$ cat config.mk
export PLATFORM = sky130hd
export DESIGN_NAME = spi_xfer_ctrl
export DESIGN_NICKNAME = d
export VERILOG_FILES = /design/src/rtl/spi_pkg.sv /design/src/rtl/spi_shift_reg.sv /design/src/rtl/spi_xfer_ctrl.sv
export SDC_FILE = /design/constraint.sdc
export NUM_CORES = 1
export LEC_CHECK = 0
export CAP_MARGIN = 10
export CORE_MARGIN = 2
export CORE_UTILIZATION = 45
export DETAILED_ROUTE_END_ITERATION = 7
export PLACE_DENSITY = 0.7
export SLEW_MARGIN = 40
export SYNTH_ARGS = -nofsm -noshare
export SYNTH_HDL_FRONTEND = slang
export SYNTH_SLANG_ARGS = --single-unit
$ cat constraint.sdc
create_clock -name Pclk -period 2.11 [get_ports Pclk]
set_clock_uncertainty 0.15 [all_clocks]
set_input_delay 0.422 -clock Pclk [delete_from_list [all_inputs] [get_ports Pclk]]
set_output_delay 0.422 -clock Pclk [all_outputs]
set_load 0.1 [all_outputs]
$ cat src/rtl/spi_pkg.sv
// -----------------------------------------------------------------------------
// spi_pkg
// Shared definitions for the SPI master transfer sequencer:
//   state_t        sequencer states (IDLE/SETUP/XFER/HOLD/DONE)
//   SPI_MODE_*     encodings driven to the baud-rate generator
//   spi_mode_sel   maps enable / stop-in-wait inputs onto a SPI_MODE_* code
// -----------------------------------------------------------------------------
package spi_pkg;

  typedef enum logic [2:0] {
    IDLE  = 3'd0,
    SETUP = 3'd1,
    XFER  = 3'd2,
    HOLD  = 3'd3,
    DONE  = 3'd4
  } state_t;

  localparam logic [1:0] SPI_MODE_RUN  = 2'b00;
  localparam logic [1:0] SPI_MODE_WAIT = 2'b01;
  localparam logic [1:0] SPI_MODE_STOP = 2'b10;

  // Disabled beats waiting; waiting beats running.
  function automatic logic [1:0] spi_mode_sel(input logic spe, input logic spiswai);
    logic [1:0] mode;
    if (!spe) begin
      mode = SPI_MODE_STOP;
    end else if (spiswai) begin
      mode = SPI_MODE_WAIT;
    end else begin
      mode = SPI_MODE_RUN;
    end
    return mode;
  endfunction

endpackage

$ cat src/rtl/spi_shift_reg.sv
// -----------------------------------------------------------------------------
// spi_shift_reg
// Transmit and receive shifters for one SPI word. The bit order is latched at
// load time so a mid-word change of the order input has no effect.
// Ports:
//   clk, rst_n   clock and synchronous active-low reset
//   load         capture load_data / load_lsbfe, present first bit, clear rx
//   load_data    word to transmit
//   load_lsbfe   1 = LSB first for this word
//   shift_tx     advance the transmit shifter and present the next bit
//   shift_rx     shift rx_bit into the receive shifter
//   rx_bit       serial input bit
//   tx_bit       registered serial output bit (drives mosi)
//   rx_word      receive shifter contents
// -----------------------------------------------------------------------------
module spi_shift_reg
  import spi_pkg::*;
#(
  parameter int DATA_W = 8
) (
  input  logic              clk,
  input  logic              rst_n,
  input  logic              load,
  input  logic [DATA_W-1:0] load_data,
  input  logic              load_lsbfe,
  input  logic              shift_tx,
  input  logic              shift_rx,
  input  logic              rx_bit,
  output logic              tx_bit,
  output logic [DATA_W-1:0] rx_word
);

  logic [DATA_W-1:0] tx_reg;
  logic              lsbfe_q;

  // Load / shift of the tx and rx words; tx_bit always holds the bit on the wire.
  always_ff @(posedge clk) begin
    if (!rst_n) begin
      tx_reg  <= '0;
      rx_word <= '0;
      lsbfe_q <= 1'b0;
      tx_bit  <= 1'b0;
    end else if (load) begin
      tx_reg  <= load_data;
      lsbfe_q <= load_lsbfe;
      tx_bit  <= load_lsbfe ? load_data[0] : load_data[DATA_W-1];
      rx_word <= '0;
    end else begin
      if (shift_tx) begin
        if (lsbfe_q) begin
          tx_reg <= {1'b0, tx_reg[DATA_W-1:1]};
          tx_bit <= tx_reg[1];
        end else begin
          tx_reg <= {tx_reg[DATA_W-2:0], 1'b0};
          tx_bit <= tx_reg[DATA_W-2];
        end
      end
      if (shift_rx) begin
        if (lsbfe_q) begin
          rx_word <= {rx_bit, rx_word[DATA_W-1:1]};
        end else begin
          rx_word <= {rx_word[DATA_W-2:0], rx_bit};
        end
      end
    end
  end

endmodule

$ cat src/rtl/spi_xfer_ctrl.sv
// -----------------------------------------------------------------------------
// spi_xfer_ctrl
// Master-side SPI transfer sequencer. Takes one word from the register side,
// lowers ss, lets the baud generator run and shifts on its send/receive
// strobes, then returns the received word and raises the sticky spif flag.
// Optional feature macro: SPI_LSBFE_EN adds the lsbfe input (LSB-first select,
// sampled when the word is accepted); without it transfers are MSB first.
// Ports:
//   Pclk, PRESET_n          clock, synchronous active-low reset
//   spe, mstr, spiswai      enable, master mode, stop-in-wait request
//   tx_data/valid/ready     word handshake from the register side
//   rx_data, rx_valid       received word and its one-cycle update pulse
//   send/recv_strobe        edge strobes from the baud generator
//   miso, mosi, ss          serial lines (ss active-low)
//   spi_mode                00 run / 01 wait / 10 stop to the baud generator
//   busy, spif, spif_clr    activity, sticky completion flag and its clear
// -----------------------------------------------------------------------------
module spi_xfer_ctrl
  import spi_pkg::*;
#(
  parameter int DATA_W    = 8,
  parameter int SETUP_CYC = 2,
  parameter int HOLD_CYC  = 2
) (
  input  logic              Pclk,
  input  logic              PRESET_n,
  input  logic              spe,
  input  logic              mstr,
  input  logic              spiswai,
`ifdef SPI_LSBFE_EN
  input  logic              lsbfe,
`endif
  input  logic [DATA_W-1:0] tx_data,
  input  logic              tx_valid,
  output logic              tx_ready,
  output logic [DATA_W-1:0] rx_data,
  output logic              rx_valid,
  input  logic              send_strobe,
  input  logic              recv_strobe,
  input  logic              miso,
  output logic              mosi,
  output logic              ss,
  output logic [1:0]        spi_mode,
  output logic              busy,
  output logic              spif,
  input  logic              spif_clr
);

  localparam int CNT_W   = $clog2(DATA_W + 1);
  localparam int CYC_MAX = (SETUP_CYC > HOLD_CYC) ? SETUP_CYC : HOLD_CYC;
  localparam int CYC_W   = $clog2(CYC_MAX + 1);
  localparam logic [CNT_W-1:0] BIT_LAST   = CNT_W'(DATA_W);
  localparam logic [CYC_W-1:0] SETUP_LAST = CYC_W'(SETUP_CYC - 1);
  localparam logic [CYC_W-1:0] HOLD_LAST  = CYC_W'(HOLD_CYC - 1);

  state_t            state, state_n;
  logic [CNT_W-1:0]  bit_cnt, bit_cnt_n;
  logic [CYC_W-1:0]  cyc_cnt;
  logic              pend, pend_n;
  logic              accept, abort, freeze;
  logic              do_recv, do_send, done_fire;
  logic              lsbfe_sel;
  logic [DATA_W-1:0] rx_word;

`ifdef SPI_LSBFE_EN
  assign lsbfe_sel = lsbfe;
`else
  assign lsbfe_sel = 1'b0;
`endif

  assign tx_ready = (state == IDLE) & spe & mstr & ~spiswai;
  assign accept   = tx_valid & tx_ready;
  assign abort    = (state != IDLE) & (~spe | ~mstr);
  // Abort takes priority: a disabled block must release ss even while waiting.
  assign freeze   = (state != IDLE) & spiswai & ~abort;

  // Next-state, bit counter and pending-edge bookkeeping.
  always_comb begin
    state_n   = state;
    bit_cnt_n = bit_cnt;
    pend_n    = pend;
    do_recv   = 1'b0;
    do_send   = 1'b0;
    done_fire = 1'b0;
    if (abort) begin
      state_n   = IDLE;
      bit_cnt_n = '0;
      pend_n    = 1'b0;
    end else if (freeze) begin
      state_n = state;
    end else begin
      case (state)
        IDLE: begin
          if (accept) begin
            state_n   = SETUP;
            bit_cnt_n = '0;
            pend_n    = 1'b0;
          end else begin
            state_n = IDLE;
          end
        end
        SETUP: begin
          if (cyc_cnt == SETUP_LAST) begin
            state_n = XFER;
          end else begin
            state_n = SETUP;
          end
        end
        XFER: begin
          if (bit_cnt == BIT_LAST) begin
            state_n = HOLD;
          end else begin
            // Receive is handled first so a coincident send sees pend=1.
            if (recv_strobe) begin
              do_recv   = 1'b1;
              bit_cnt_n = bit_cnt + CNT_W'(1);
              pend_n    = 1'b1;
            end else begin
              do_recv = 1'b0;
            end
            // A send with nothing pending is the CPHA=1 leading edge: ignore it.
            if (send_strobe && pend_n && (bit_cnt_n < BIT_LAST)) begin
              do_send = 1'b1;
              pend_n  = 1'b0;
            end else begin
              do_send = 1'b0;
            end
          end
        end
        HOLD: begin
          if (cyc_cnt == HOLD_LAST) begin
            state_n = DONE;
          end else begin
            state_n = HOLD;
          end
        end
        DONE: begin
          state_n   = IDLE;
          done_fire = 1'b1;
        end
        default: begin
          state_n = IDLE;
        end
      endcase
    end
  end

  // State, counters and all registered outputs.
  always_ff @(posedge Pclk) begin
    if (!PRESET_n) begin
      state    <= IDLE;
      bit_cnt  <= '0;
      cyc_cnt  <= '0;
      pend     <= 1'b0;
      ss       <= 1'b1;
      busy     <= 1'b0;
      spi_mode <= SPI_MODE_STOP;
      rx_valid <= 1'b0;
      rx_data  <= '0;
      spif     <= 1'b0;
    end else begin
      state    <= state_n;
      bit_cnt  <= bit_cnt_n;
      pend     <= pend_n;
      spi_mode <= spi_mode_sel(spe, spiswai);
      ss       <= ~((state_n == SETUP) | (state_n == XFER) | (state_n == HOLD));
      busy     <= (state_n != IDLE);
      rx_valid <= done_fire;
      if (state_n != state) begin
        cyc_cnt <= '0;
      end else if (!freeze && ((state == SETUP) || (state == HOLD))) begin
        cyc_cnt <= cyc_cnt + CYC_W'(1);
      end
      if (done_fire) begin
        rx_data <= rx_word;
      end
      // Completion beats a coincident clear.
      if (done_fire) begin
        spif <= 1'b1;
      end else if (spif_clr) begin
        spif <= 1'b0;
      end
    end
  end

  spi_shift_reg #(.DATA_W(DATA_W)) u_shift (
    .clk        (Pclk),
    .rst_n      (PRESET_n),
    .load       (accept),
    .load_data  (tx_data),
    .load_lsbfe (lsbfe_sel),
    .shift_tx   (do_send),
    .shift_rx   (do_recv),
    .rx_bit     (miso),
    .tx_bit     (mosi),
    .rx_word    (rx_word)
  );

endmodule

==> summary.md <==
The worst setup path is captured at an output port. After layout, the worst path uses 97.9% of the clock period. For the wire length after detailed routing, the log shows 3790 um.

The number of hold violations in the final report was 0. After synthesis the cells add up to 1820 um^2. Headroom to the max-slew limit came out at 76.2%. In the final layout, the share of cells above drive strength 1 is 22.7%.

In this run, distinct cell masters in the synthesized netlist total 38. The number of warnings issued by yosys is 0, and the post-detailed-route count of antenna-violating nets is 0. In this run, synthesis inferred 0 flip-flops with an integrated enable. The die covers 4560 um^2.

Dividing total power by cell area gives a power density of 639 nW/um^2. The tools report the clock tree buffer depth as 2. After legalization and detailed placement, the total HPWL measured 2770 um. The maximum clock frequency was 484 MHz; the detailed router's first-iteration violation count was 62. For this run, the total global-route usage over all layers was measured as 18.4%.

Entering global routing, the biggest net connects 17 pins. The run gives 296 as the count of placed standard cells including taps. In this run the clock root is driven by a sky130_fd_sc_hd__clkbuf_8.

At the pin with the least slew margin, the transition time is 0.357 ns. The async set or reset register ratio after synthesis works out to 0%. After clock tree synthesis, the clock-pin slew on the worst setup and hold paths is 0.08 ns. Counting every net in the synthesized netlist gives 219. The area growth from synthesis to layout is 36.4%. The clock tree synthesis step divided the H-tree into 2 levels. Dividing the synthesized area by the synthesized cell count gives 9.18 um^2. The final number of max-transition violations is 0, and the vertical die dimension is 67.5 um. The critical path startpoint category was a flop. The later pin in the worst-skew pair is clocked with a latency of 0.29 ns. The first global-routing pass estimated 6350 um of wire. In this run, post-CTS hold repair placed 0 buffers. The number of fill cells was 345; the initial standard-cell utilization of the core was 46.1%. The setup path with the least slack is of type flop to output port. In the routed design, unresolved DRC markers number 0. For this run, the register share of the synthesized area comes to 44.1%. The path class of the tightest hold or removal check is flop to flop. The shortest clock period the worst path allows after layout is 2.06 ns. After detailed placement, the total cell area comes to 2330 um^2. The tools report the total via count in the routed design as 1585.

Hold is met by 0.327 ns. The run gives 0 as the number of antenna violations at the first check in global routing. Along the worst path, the maximum fanout reaches 6. The hold-critical path depth was 2; the count of pins on the block boundary was 34. The number of antenna diodes in the final layout is 0.

The floorplan die width is 67.5 um, and the count of maximum capacitance violations is 0. TritonCTS built the clock tree. The site row count is 23. The worst reg-to-reg path cell count works out to 7. The count of final setup violators is 0, and the worst-case vdd ir drop is 0.412 mV.

Counting flops and latches in the post-synthesis netlist gives 40. The total global routing overflow was 0. The total clock buffers created by CTS came out at 5. The area used by multi-input combinational logic is 946 um^2, and the worst endpoint required time is 1.54 ns. For the final instance count without filler cells, the log shows 305.

Setup repair after global routing could not meet its margin everywhere. The sink count of the clock tree was 40; the finished layout cell area was 2480 um^2. Routability-driven placement finished with a final weighted congestion of 0.814. The mean routed wirelength per cell is 12.4 um. Buffers placed on the I/O ports in this run total 33.

Counting every instance in the synthesized netlist gives 198. The mean number of vias per cell works out to 5.20. The pre-antenna-repair detailed-routing pass consisted of 4 iterations. The most instantiated flip-flop cell in the synthesis netlist was sky130_fd_sc_hd__dfxtp_1. The run gives 275 as the total number of nets in the final design. The run finished with clean final reports. The static leakage is 1.10 nW, and the number of global-route vias before repair is 1419. Data arrives at the worst endpoint at 1.49 ns. After floorplanning, the core was sized to cover 3940 um^2.

In the final layout, flip-flops and latches occupy 801 um^2.
[path summary, 6_finish.rpt]
kind                     start                 to  slack, ns
max                   state[1]           tx_ready       0.05
max reg2reg           state[1]         cyc_cnt[1]       0.13
min          u_shift.tx_reg[0]  u_shift.tx_reg[0]       0.33
min reg2reg  u_shift.tx_reg[0]  u_shift.tx_reg[0]       0.33
[stage by stage]
stage	total power [mW]	TNS (ns)	setup slack, ns	utilization, %
floorplan	0.875	0	0.0245	-
global placement	0.952	-2.07	-0.167	59.1
detailed placement	0.953	-2.78	-0.209	59.1
CTS	1.59	0	0.0101	62.3
global route	1.63	-0.00792	-0.00792	62.9
finish	1.58	0	0.0451	62.9
[cell families after synthesis]
family          synth area share, %
mux                            12.7
buf+inv                        5.16
fa+ha+maj                      2.07
simple gates                   20.1
xor+xnor                      0.482
flops                          44.1
compound gates                 15.4
[cell usage in the layout (no fill, tap or decap), drive strengths merged, types with 2 or more instances in the layout]
| cell | instances |
|---|---|
| ha | 3 |
| buf | 42 |
| nand2 | 19 |
| dfxtp | 40 |
| and3 | 4 |
| a21o | 2 |
| a21oi | 15 |
| clkdlybuf4s50 | 15 |
| o21ai | 12 |
| a211oi | 3 |
| nand2b | 2 |
| nor2 | 21 |
| nand3b | 2 |
| clkbuf | 5 |
| and2 | 3 |
| a31oi | 3 |
| nand4 | 5 |
| a32oi | 2 |
| or3 | 4 |
| inv | 9 |
| mux2i | 23 |
| nand3 | 4 |
[report_power, final]
part | switching [mW] | internal, mW
registers | 0.00641 | 0.764
logic | 0.0937 | 0.0752
clock network | 0.287 | 0.356
[metal layers]
layer,wire (um),track usage [%]
met5,0,0
met4,39,5.36
met3,200,6.00
met2,1770,29.0
met1,1770,23.9
[worst max-delay path, stage by stage (launching register included)]
cell and delay, ns:
sky130_fd_sc_hd__dfxtp_1 0.45, sky130_fd_sc_hd__buf_4 0.18, sky130_fd_sc_hd__and4bb_2 0.24, sky130_fd_sc_hd__and2_4 0.16, sky130_fd_sc_hd__buf_12 0.16
[repair_timing]
| action | 4_1_cts | 5_1_grt |
|---|---|---|
| endpoints found under the setup margin | 1 | 7 |
| buffers inserted | 1 | 0 |
| pin swaps | 1 | 0 |
| gates resized for setup | 2 | 5 |
[final cells by class]
class / instances / share of cell area (%)
Clock buffer: 5 / 2.78
Tap cell: 50 / 2.52
Sequential cell: 40 / 32.3
Timing Repair Buffer: 59 / 21.2
Multi-Input combinational cell: 140 / 38.2
Inverter: 8 / 1.21
Clock inverter: 3 / 1.87
[synthesized netlist by cell type, types with 2 or more instances]
cell                        n  area [um^2]
sky130_fd_sc_hd__and3_1     4         25.0
sky130_fd_sc_hd__clkbuf_1   4         15.0
sky130_fd_sc_hd__ha_1       3         37.5
sky130_fd_sc_hd__nand3b_1   2         15.0
sky130_fd_sc_hd__buf_2      3         15.0
sky130_fd_sc_hd__a21o_1     2         15.0
sky130_fd_sc_hd__buf_6      3         33.8
sky130_fd_sc_hd__a31oi_1    3         18.8
sky130_fd_sc_hd__or3_1      4         25.0
sky130_fd_sc_hd__o21ai_0   12         60.1
sky130_fd_sc_hd__a21oi_1   14         70.1
sky130_fd_sc_hd__nand4_1    4         25.0
sky130_fd_sc_hd__and2_1     3         18.8
sky130_fd_sc_hd__nand2_1   19         71.3
sky130_fd_sc_hd__nand3_1    4         20.0
sky130_fd_sc_hd__nand2b_1   2         12.5
sky130_fd_sc_hd__mux2i_1   23          230
sky130_fd_sc_hd__a211oi_1   3         22.5
sky130_fd_sc_hd__inv_1      8         30.0
sky130_fd_sc_hd__nor2_1    21         78.8
sky130_fd_sc_hd__dfxtp_1   40          801
Note: power is estimated with default switching activity, not from simulation.
